--- src/rtl/tpu_pkg.sv ---
// Shared types and default sizes for the systolic-array result path.
package tpu_pkg;

  localparam int unsigned DEF_DATA_W    = 8;
  localparam int unsigned DEF_N_RESULTS = 4;
  localparam int unsigned DEF_IDX_W     = $clog2(DEF_N_RESULTS);

  // Drain sequencer states
  typedef enum logic [1:0] {
    IDLE   = 2'd0,
    SETTLE = 2'd1,
    SHIFT  = 2'd2,
    SEND   = 2'd3
  } drain_state_t;

  // Index into the captured result set
  typedef logic [DEF_IDX_W-1:0] result_idx_t;

endpackage

--- src/rtl/result_buffer.sv ---
// Small register file holding one captured accumulator per chain position.
// Synchronous write port, combinational read port; contents need no reset.
module result_buffer
  import tpu_pkg::*;
#(
  parameter int unsigned DATA_W    = DEF_DATA_W,
  parameter int unsigned N_RESULTS = DEF_N_RESULTS,
  parameter int unsigned IDX_W     = (N_RESULTS > 1) ? $clog2(N_RESULTS) : 1
) (
  input  logic              clk,
  input  logic              we,
  input  logic [IDX_W-1:0]  wr_idx,
  input  logic [DATA_W-1:0] wdata,
  input  logic [IDX_W-1:0]  rd_idx,
  output logic [DATA_W-1:0] rdata_c
);

  logic [DATA_W-1:0] mem [N_RESULTS];

  // Capture one word per write strobe
  always_ff @(posedge clk) begin
    if (we) begin
      mem[wr_idx] <= wdata;
    end
  end

  assign rdata_c = mem[rd_idx];

endmodule

--- src/rtl/result_drain.sv ---
// Accumulator-chain reader: waits for the array to settle, shifts the chain
// out into a local buffer, then streams the bytes over valid/ready.
// Build option: DRAIN_ROW_MAJOR_EN reverses the streamed order so bytes leave
// as C00, C01, C10, C11 instead of capture order C11, C10, C01, C00.
module result_drain
  import tpu_pkg::*;
#(
  parameter int unsigned DATA_W        = DEF_DATA_W,
  parameter int unsigned N_RESULTS     = DEF_N_RESULTS,
  parameter int unsigned SETTLE_CYCLES = 3
) (
  input  logic              clk,
  input  logic              rst_n,
  input  logic              start,
  output logic              busy,
  output logic              chain_en,
  input  logic [DATA_W-1:0] chain_in,
  output logic [DATA_W-1:0] out_data,
  output logic              out_valid,
  input  logic              out_ready,
  output logic              out_last,
  output logic              done
);

  localparam int unsigned IDX_W = (N_RESULTS > 1) ? $clog2(N_RESULTS) : 1;
  localparam int unsigned CNT_W = 4;
  localparam logic [IDX_W-1:0] LAST_IDX    = IDX_W'(N_RESULTS - 1);
  // Settle interval is limited to 0..15 and held in a 4-bit counter
  localparam logic [CNT_W-1:0] SETTLE_INIT = CNT_W'(SETTLE_CYCLES);

  drain_state_t      state, state_d;
  logic [CNT_W-1:0]  settle_cnt, settle_cnt_d;
  logic [IDX_W-1:0]  wr_idx, wr_idx_d;
  logic [IDX_W-1:0]  rd_idx, rd_idx_d;
  logic [IDX_W-1:0]  rd_addr;
  logic [DATA_W-1:0] rd_word;
  logic [DATA_W-1:0] out_data_d;
  logic              done_d;
  logic              we;
  logic              handshake;

  // State register
  always_ff @(posedge clk or negedge rst_n) begin
    if (!rst_n) begin
      state <= IDLE;
    end else begin
      state <= state_d;
    end
  end

  // Next-state, counters and capture strobe
  always_comb begin
    state_d      = state;
    settle_cnt_d = settle_cnt;
    wr_idx_d     = wr_idx;
    rd_idx_d     = rd_idx;
    done_d       = 1'b0;
    we           = 1'b0;
    handshake    = out_valid && out_ready;
    case (state)
      IDLE: begin
        if (start) begin
          if (SETTLE_CYCLES == 0) begin
            state_d = SHIFT;
          end else begin
            state_d      = SETTLE;
            settle_cnt_d = SETTLE_INIT;
          end
        end
      end
      SETTLE: begin
        if (settle_cnt <= CNT_W'(1)) begin
          state_d      = SHIFT;
          settle_cnt_d = '0;
        end else begin
          settle_cnt_d = settle_cnt - CNT_W'(1);
        end
      end
      SHIFT: begin
        we = 1'b1;
        if (wr_idx == LAST_IDX) begin
          state_d  = SEND;
          wr_idx_d = '0;
          rd_idx_d = '0;
        end else begin
          wr_idx_d = wr_idx + IDX_W'(1);
        end
      end
      SEND: begin
        if (handshake) begin
          if (rd_idx == LAST_IDX) begin
            state_d  = IDLE;
            rd_idx_d = '0;
            done_d   = 1'b1;
          end else begin
            rd_idx_d = rd_idx + IDX_W'(1);
          end
        end
      end
      default: begin
        state_d = IDLE;
      end
    endcase
  end

  // Buffer slot feeding the next output byte
  always_comb begin
    rd_addr = rd_idx_d;
`ifdef DRAIN_ROW_MAJOR_EN
    rd_addr = LAST_IDX - rd_idx_d;
`endif
  end

  // Next output byte; bypass the buffer when the slot is written this same edge
  always_comb begin
    out_data_d = out_data;
    if (state_d == SEND) begin
      if (we && (wr_idx == rd_addr)) begin
        out_data_d = chain_in;
      end else begin
        out_data_d = rd_word;
      end
    end
  end

  // Counters and registered outputs, all decoded from the next state
  always_ff @(posedge clk or negedge rst_n) begin
    if (!rst_n) begin
      settle_cnt <= '0;
      wr_idx     <= '0;
      rd_idx     <= '0;
      busy       <= 1'b0;
      chain_en   <= 1'b0;
      out_valid  <= 1'b0;
      out_last   <= 1'b0;
      out_data   <= '0;
      done       <= 1'b0;
    end else begin
      settle_cnt <= settle_cnt_d;
      wr_idx     <= wr_idx_d;
      rd_idx     <= rd_idx_d;
      busy       <= (state_d != IDLE);
      chain_en   <= (state_d == SHIFT);
      out_valid  <= (state_d == SEND);
      out_last   <= (state_d == SEND) && (rd_idx_d == LAST_IDX);
      out_data   <= out_data_d;
      done       <= done_d;
    end
  end

  result_buffer #(
    .DATA_W    (DATA_W),
    .N_RESULTS (N_RESULTS),
    .IDX_W     (IDX_W)
  ) u_buffer (
    .clk     (clk),
    .we      (we),
    .wr_idx  (wr_idx),
    .wdata   (chain_in),
    .rd_idx  (rd_addr),
    .rdata_c (rd_word)
  );

endmodule

--- config.mk ---
export PLATFORM = sky130hd
export DESIGN_NAME = result_drain
export DESIGN_NICKNAME = d
export VERILOG_FILES = /design/src/rtl/tpu_pkg.sv /design/src/rtl/result_buffer.sv /design/src/rtl/result_drain.sv
export SDC_FILE = /design/constraint.sdc
export NUM_CORES = 1
export LEC_CHECK = 0
export CORE_UTILIZATION = 50
export DETAILED_ROUTE_END_ITERATION = 7
export PLACE_DENSITY = 0.72
export SLEW_MARGIN = 20
export SYNTH_ARGS = -nofsm -noshare
export SYNTH_HDL_FRONTEND = slang
export SYNTH_SLANG_ARGS = --single-unit
--- constraint.sdc ---
create_clock -name clk -period 3.4 [get_ports clk]
set_input_delay 0.51 -clock clk [delete_from_list [all_inputs] [get_ports clk]]
set_output_delay 0.51 -clock clk [all_outputs]
set_load 0.03 [all_outputs]
==> impl_metrics.csv, run 1 <==
group,metric,value,unit
synthesis,yosysSeqAreaShare,62.6,%
detailed_routing,first_iter_violations,131,
flow_run,maxCapViolations,0,
detailed_routing,final_antenna_net_count,0,
clock_network,cts_num_sinks,55,
sta,worst_slew_pin_slew,0.707,ns
die,dieArea,5190,um2
sta,finalHoldViolCount,0,
placement,postPlaceCellArea,2730,um2
power,vdd_ir_drop_max,403,uV
setup_path,crit_type,"flip-flop to flip-flop",
final_layout,layout_common_cells,"edfxtp_1 (32), dfrtp_1 (23), clkdlybuf4s50_1 (23), a211oi_2 (16)",
synthesis,async_flop_share,41.8,%
global_route,grt_usage,20.2,%
global_route,grt_first_pass_wirelength,7.71,mm
sta,fin_crit_sh,63.6,%
synthesis,yosysUniqueCellTypes,36,
detailed_routing,wire_per_inst,17.5,um
placement,place.port_buffers,24,
setup_path,cp-start-kind,"flip-flop",
final_layout,drive_gt1_share,14.1,%
clock_network,clk_pin_slew_worst_paths,0.10,ns
setup_path,crit_fanout,13,
clock_network,worstSkewPairLatency,0.31,ns
die,num_rows,25,
placement,place.gp.congestion,0.752,
synthesis,netlist_top_cells_area,"edfxtp_1 (39%), dfrtp_1 (23%), a211oi_2 (8.2%)",
setup_path,cp.arrival,2.39,ns
power,leakage,1.06,nW
detailed_routing,wirelength,4.65,mm
synthesis,synth_top_area_share,39.1,%
synthesis,synth-seq-cells,55,
synthesis,synthCells,173,
setup_path,endpoint_kind,"flip-flop",
final_layout,final_nets,217,
setup_path,worstReg2RegStart,"wr_idx[0]$_DFFE_PN0P_",
sta,final.min_clock_period,2.16,ns
global_route,grt_antenna_before_repair,0,
clock_network,cts_setup_buffers,0,
clock_network,cts_buffers,5,
die,die_w,72.1,um
final_layout,final_area,2810,um2
clock_network,ctsRootBufferMaster,"clkbuf_8",
setup_path,startpoint,"wr_idx[0]$_DFFE_PN0P_",
sta,slew_viol_final,0,
die,boundaryPins,25,
synthesis,synth-main-ff-cell,"edfxtp_1",
die,die_h,72.1,um
sta,fin_setup_tns,0,ns
clock_network,cts.repair.resized,0,
setup_path,critPathRequiredTime,3.63,ns
sta,setup_viol,0,
clock_network,cts_buffer_depth,2,
setup_path,r2r-end,"out_data[0]$_DFFE_PN0N_",
clock_network,holdBufCountCts,0,
setup_path,endpoint,"out_data[0]$_DFFE_PN0N_",
synthesis,yosys.area.top_type,"edfxtp_1",
final_layout,final_common_cell,"edfxtp_1",
clock_network,cts.htree.levels,2,
final_layout,areaGrowthSynthToFinish,14.6,%
synthesis,synth_area_per_cell,14.2,um2
status,status,"finished clean",
sta,rsz0062_at_grt,"false",
die,core-area,4720,um2
power,power_density,980,nW/um2
clock_network,cts_tree,"yes",
sta,clock_skew,0.0106,ns
setup_path,r2r_cells,7,
detailed_routing,via_per_inst,5.67,
detailed_routing,route.detailed.drc,0,
synthesis,syn_nets,192,
detailed_routing,drt_first_pass_iters,5,
global_route,grt-ovfl-total,0,
synthesis,synth_edf_count,32,
detailed_routing,via_count,1509,
die,start_util,52.0,%
synthesis,synth_area,2450,um2
hold_path,hold_class,"input port to async pin",
global_route,grt_max_degree,27,
setup_path,rrSetupSlack,1.24,ns
sta,max_clock_freq,463,MHz
sta,slew-limit-headroom,52.8,%
placement,hpwl,3.26,mm
final_layout,n_antenna_cell,0,
synthesis,synth.yosys.warnings,0,
global_route,grt_pass1_vias,1552,
[layer usage]
metal | vias to the layer above | GRT usage [%] | share of wire [%]
li1 | 707 | - | -
met1 | 770 | 26.1 | 43
met2 | 26 | 34.0 | 53
met3 | 6 | 4.17 | 2.7
met4 | 0 | 7.19 | 1.3
met5 | - | 0 | 0
[how the worst min path moves through the flow]
stage                                 to                 startpoint  slack [ns]
2_1_floorplan             busy$_DFF_PN0_                      rst_n        0.21
3_3_place_gp   settle_cnt[2]$_DFFE_PN0P_  settle_cnt[2]$_DFFE_PN0P_        0.52
3_5_place_dp   settle_cnt[2]$_DFFE_PN0P_  settle_cnt[2]$_DFFE_PN0P_        0.55
4_1_cts        settle_cnt[1]$_DFFE_PN0P_  settle_cnt[1]$_DFFE_PN0P_        0.57
5_1_grt               state[0]$_DFF_PN0_                      rst_n        0.20
6_report         out_data[1]$_DFFE_PN0N_                      rst_n        0.17
[cell families (layout without fill, tap and decap cells)]
kind of cell / count (synthesis) / count (layout) / share of synthesized area (%)
buf+inv: 14 / 40 / 3.26
simple gates: 44 / 44 / 11.2
fa+ha+maj: 7 / 7 / 3.57
compound gates: 44 / 44 / 15.7
flops: 55 / 55 / 62.6
mux: 9 / 9 / 3.67
[state kept, by name, indices dropped and copies added, names as in the netlist]
register      count
busy              1
chain_en          1
done              1
out_data          8
out_last          1
out_valid         1
rd_idx            2
settle_cnt        4
state             2
u_buffer.mem     32
wr_idx            2
[critical path, cell delays in order, from the launching register on]
cell	delay (ns)
dfrtp_1	0.43
ha_1	0.27
o21ai_1	0.25
nand2b_4	0.23
inv_2	0.13
nand2b_1	0.44
a211oi_2	0.11
a211oi_2	0.23
[report_power, final]
part           total [mW]  internal [mW]  switching [mW]
registers            1.07          0.930           0.144
logic                1.32          0.526           0.796
clock network       0.362          0.148           0.213
total                2.76           1.60            1.15
[cell type report]
class,instances,area (um2)
fillers,362,1910
flip-flops and latches,55,1540
multi-input cells,104,838
repair buffers,24,235
well taps,67,83.8
clock buffers,6,72.6
inverters,8,30.0
clock inverters,2,17.5
[metrics by stage]
stage / util, % / cells / power (mW) / worst slack (ns) / hold WS, ns
after floorplan: - / 173 / 2.09 / 1.66 / 0.214
after global placement: 57.8 / 258 / 2.34 / 1.07 / 0.520
after detailed placement: 57.8 / 258 / 2.41 / 0.971 / 0.547
after CTS: 59.7 / 266 / 2.77 / 1.24 / 0.571
after global routing: 59.6 / 266 / 2.93 / 1.07 / 0.197
final: 59.6 / 266 / 2.76 / 1.24 / 0.167
[cells in the mapped netlist, drive strengths merged, types with 2 or more instances]
cell type	instances
a211oi	16
a21o	2
a21oi	4
and2	5
and3	9
buf	6
dfrtp	23
edfxtp	32
ha	7
inv	8
mux2i	9
nand2	7
nand2b	2
nand4	2
nor2	5
o21ai	8
o22ai	9
or3	9
(Power assumes the default switching activity.)
==> inputs of run 2 (changes only) <==
==> constraint.sdc (replaced) <==
create_clock -name clk -period 2 [get_ports clk]
set_input_delay 0.3 -clock clk [delete_from_list [all_inputs] [get_ports clk]]
set_output_delay 0.3 -clock clk [all_outputs]
set_load 0.03 [all_outputs]
==> impl_metrics.csv, run 2 (synthesis gave the netlist of run 1 again) <==
group,metric,value,unit
sta,timing.hold.ws,0.347,ns
sta,max_clock_freq,528,MHz
status,status,"finished clean",
detailed_routing,wire_per_inst,17.1,um
global_route,grt_first_pass_wirelength,7.81,mm
setup_path,crit_path_cell_trace,"ha_1 > o21ai_2 > buf_4 > nand2b_4 > inv_2 > and2_0 > buf_4 > a211oi_2",
setup_path,crit_type,"flip-flop to flip-flop",
die,die_w,72.1,um
hold_path,hold_class,"input port to async pin",
sta,clock_skew,0.0149,ns
placement,dp.cells,273,
detailed_routing,route.detailed.drc,0,
setup_path,path_common_cell,"buf_4",
detailed_routing,drt_first_pass_iters,4,
detailed_routing,wirelength,4.80,mm
setup_path,endpoint_kind,"flip-flop",
die,dieArea,5190,um2
final_layout,final_common_cell,"edfxtp_1",
setup_path,critPathRequiredTime,2.22,ns
power,power_density,1670,nW/um2
power,leakage,1.14,nW
final_layout,final_nets,232,
final_layout,n_antenna_cell,0,
clock_network,cts_tree,"yes",
flow_run,maxCapViolations,0,
die,die_h,72.1,um
final_layout,top_register,"u_buffer.mem",
sta,slew-limit-headroom,68.7,%
die,boundaryPins,25,
sta,setup_viol,0,
sta,slew_viol_final,0,
clock_network,cts_setup_buffers,0,
global_route,grt-ovfl-total,0,
placement,place.port_buffers,24,
placement,hpwl,3.43,mm
die,core-area,4720,um2
clock_network,cts_num_sinks,55,
setup_path,critical_path.top_delay_family,"flip-flops",
setup_path,crit_fanout,9,
final_layout,final_cells,281,
clock_network,ctsRootBufferMaster,"clkbuf_8",
clock_network,cts_buffer_depth,2,
final_layout,drive_gt1_share,20.6,%
setup_path,cp_slowest_stage_delay,0.42,ns
global_route,grt_usage,20.7,%
detailed_routing,via_count,1560,
sta,fin_setup_tns,0,ns
global_route,grt_max_degree,27,
detailed_routing,via_per_inst,5.55,
final_layout,fillers,348,
die,num_rows,25,
placement,place.gp.congestion,0.739,
clock_network,clk_pin_slew_worst_paths,0.10,ns
global_route,grt_pass1_vias,1567,
clock_network,cts.repair.resized,0,
clock_network,cts.htree.levels,2,
placement,postPlaceCellArea,2850,um2
setup_path,crit_buf_inv,3,
final_layout,largest_registers,"u_buffer.mem: 32 flops, out_data: 8 flops, settle_cnt: 4 flops",
setup_path,cp-start-kind,"flip-flop",
final_layout,areaGrowthSynthToFinish,20.0,%
clock_network,worstSkewPairLatency,0.30,ns
detailed_routing,final_antenna_net_count,0,
final_layout,final_area,2950,um2
clock_network,cts_buffers,5,
sta,worst_slew_pin_slew,0.465,ns
die,start_util,52.0,%
clock_network,holdBufCountCts,0,
setup_path,cp_slowest_cell,"dfrtp_1",
final_layout,largest_reg_flops,32,
sta,fin_crit_sh,94.7,%
power,vdd_ir_drop_max,764,uV
sta,finalHoldViolCount,0,
final_layout,layout_common_cells,"edfxtp_1 (32), clkdlybuf4s50_1 (24), dfrtp_1 (23), a211oi_2 (16), buf_4 (14)",
setup_path,cp.arrival,2.11,ns
sta,final.min_clock_period,1.89,ns
detailed_routing,first_iter_violations,124,
global_route,grt_antenna_before_repair,0,
[run 2: cell types whose count changed in the layout (fill, tap and decap cells not counted), sizes merged]
cell	previous run	this run
buf	1	15
clkdlybuf4s50	23	24
[run 2: report_power, final]
part           total [mW]  internal [mW]  switching, mW
Combinational        2.52           1.09           1.44
Clock               0.590          0.248          0.342
Sequential           1.81           1.58          0.235
[run 2: cell type report]
| cell class | count | area, um2 | area share [%] |
|---|---|---|---|
| Sequential cell | 55 | 1540 | 52.1 |
| Multi-Input combinational cell | 104 | 845 | 28.7 |
| Timing Repair Buffer | 39 | 365 | 12.4 |
| Tap cell | 67 | 83.8 | 2.85 |
| Clock buffer | 6 | 72.6 | 2.46 |
| Inverter | 8 | 30.0 | 1.02 |
| Clock inverter | 2 | 13.8 | 0.467 |
[run 2: routing by layer]
metal  vias to the layer above  routed length (um)  track usage, %
met3                        10                 151            3.89
met1                       766                2010            25.1
met4                         0                 100            8.93
li1                        741                   -               -
met2                        43                2530            36.2
met5                         -                   0               0
[run 2: per-stage QoR]
step	worst slack, ns	total power, mW	util, %
after floorplan	0.260	3.55	-
after global placement	0.0423	4.20	60.4
after detailed placement	-0.0501	4.34	60.4
after CTS	0.0253	4.94	62.3
after global routing	-0.0117	5.24	62.4
final	0.106	4.93	62.4
[run 2: worst register-to-register path: cells and delay by family, from the launching register on]
family          cells  cell delay (ns)
compound gates      2             0.39
fa+ha+maj           1             0.25
buf+inv             3             0.40
flops               1             0.42
simple gates        2             0.34
[run 2: worst paths after layout]
check	from	cells after the start	slack, ns	to
max	wr_idx[0]$_DFFE_PN0P_	8	0.11	out_data[3]$_DFFE_PN0N_
min reg2reg	settle_cnt[2]$_DFFE_PN0P_	1	0.56	settle_cnt[2]$_DFFE_PN0P_
min	rst_n	2	0.35	rd_idx[1]$_DFF_PN0_
min in group clk	settle_cnt[2]$_DFFE_PN0P_	1	0.56	settle_cnt[2]$_DFFE_PN0P_
max reg2reg	wr_idx[0]$_DFFE_PN0P_	8	0.11	out_data[3]$_DFFE_PN0N_
max in group asynchronous	rst_n	2	1.41	out_data[2]$_DFFE_PN0N_
==> inputs of run 3 (changes only) <==
--- a/config.mk
+++ b/config.mk
@@ -8,7 +8,6 @@
 export CORE_UTILIZATION = 50
 export DETAILED_ROUTE_END_ITERATION = 7
 export PLACE_DENSITY = 0.72
-export SLEW_MARGIN = 20
 export SYNTH_ARGS = -nofsm -noshare
 export SYNTH_HDL_FRONTEND = slang
 export SYNTH_SLANG_ARGS = --single-unit
==> results of run 3 <==
Same layout as run 2: the final DEF is identical, and so are final timing and power.
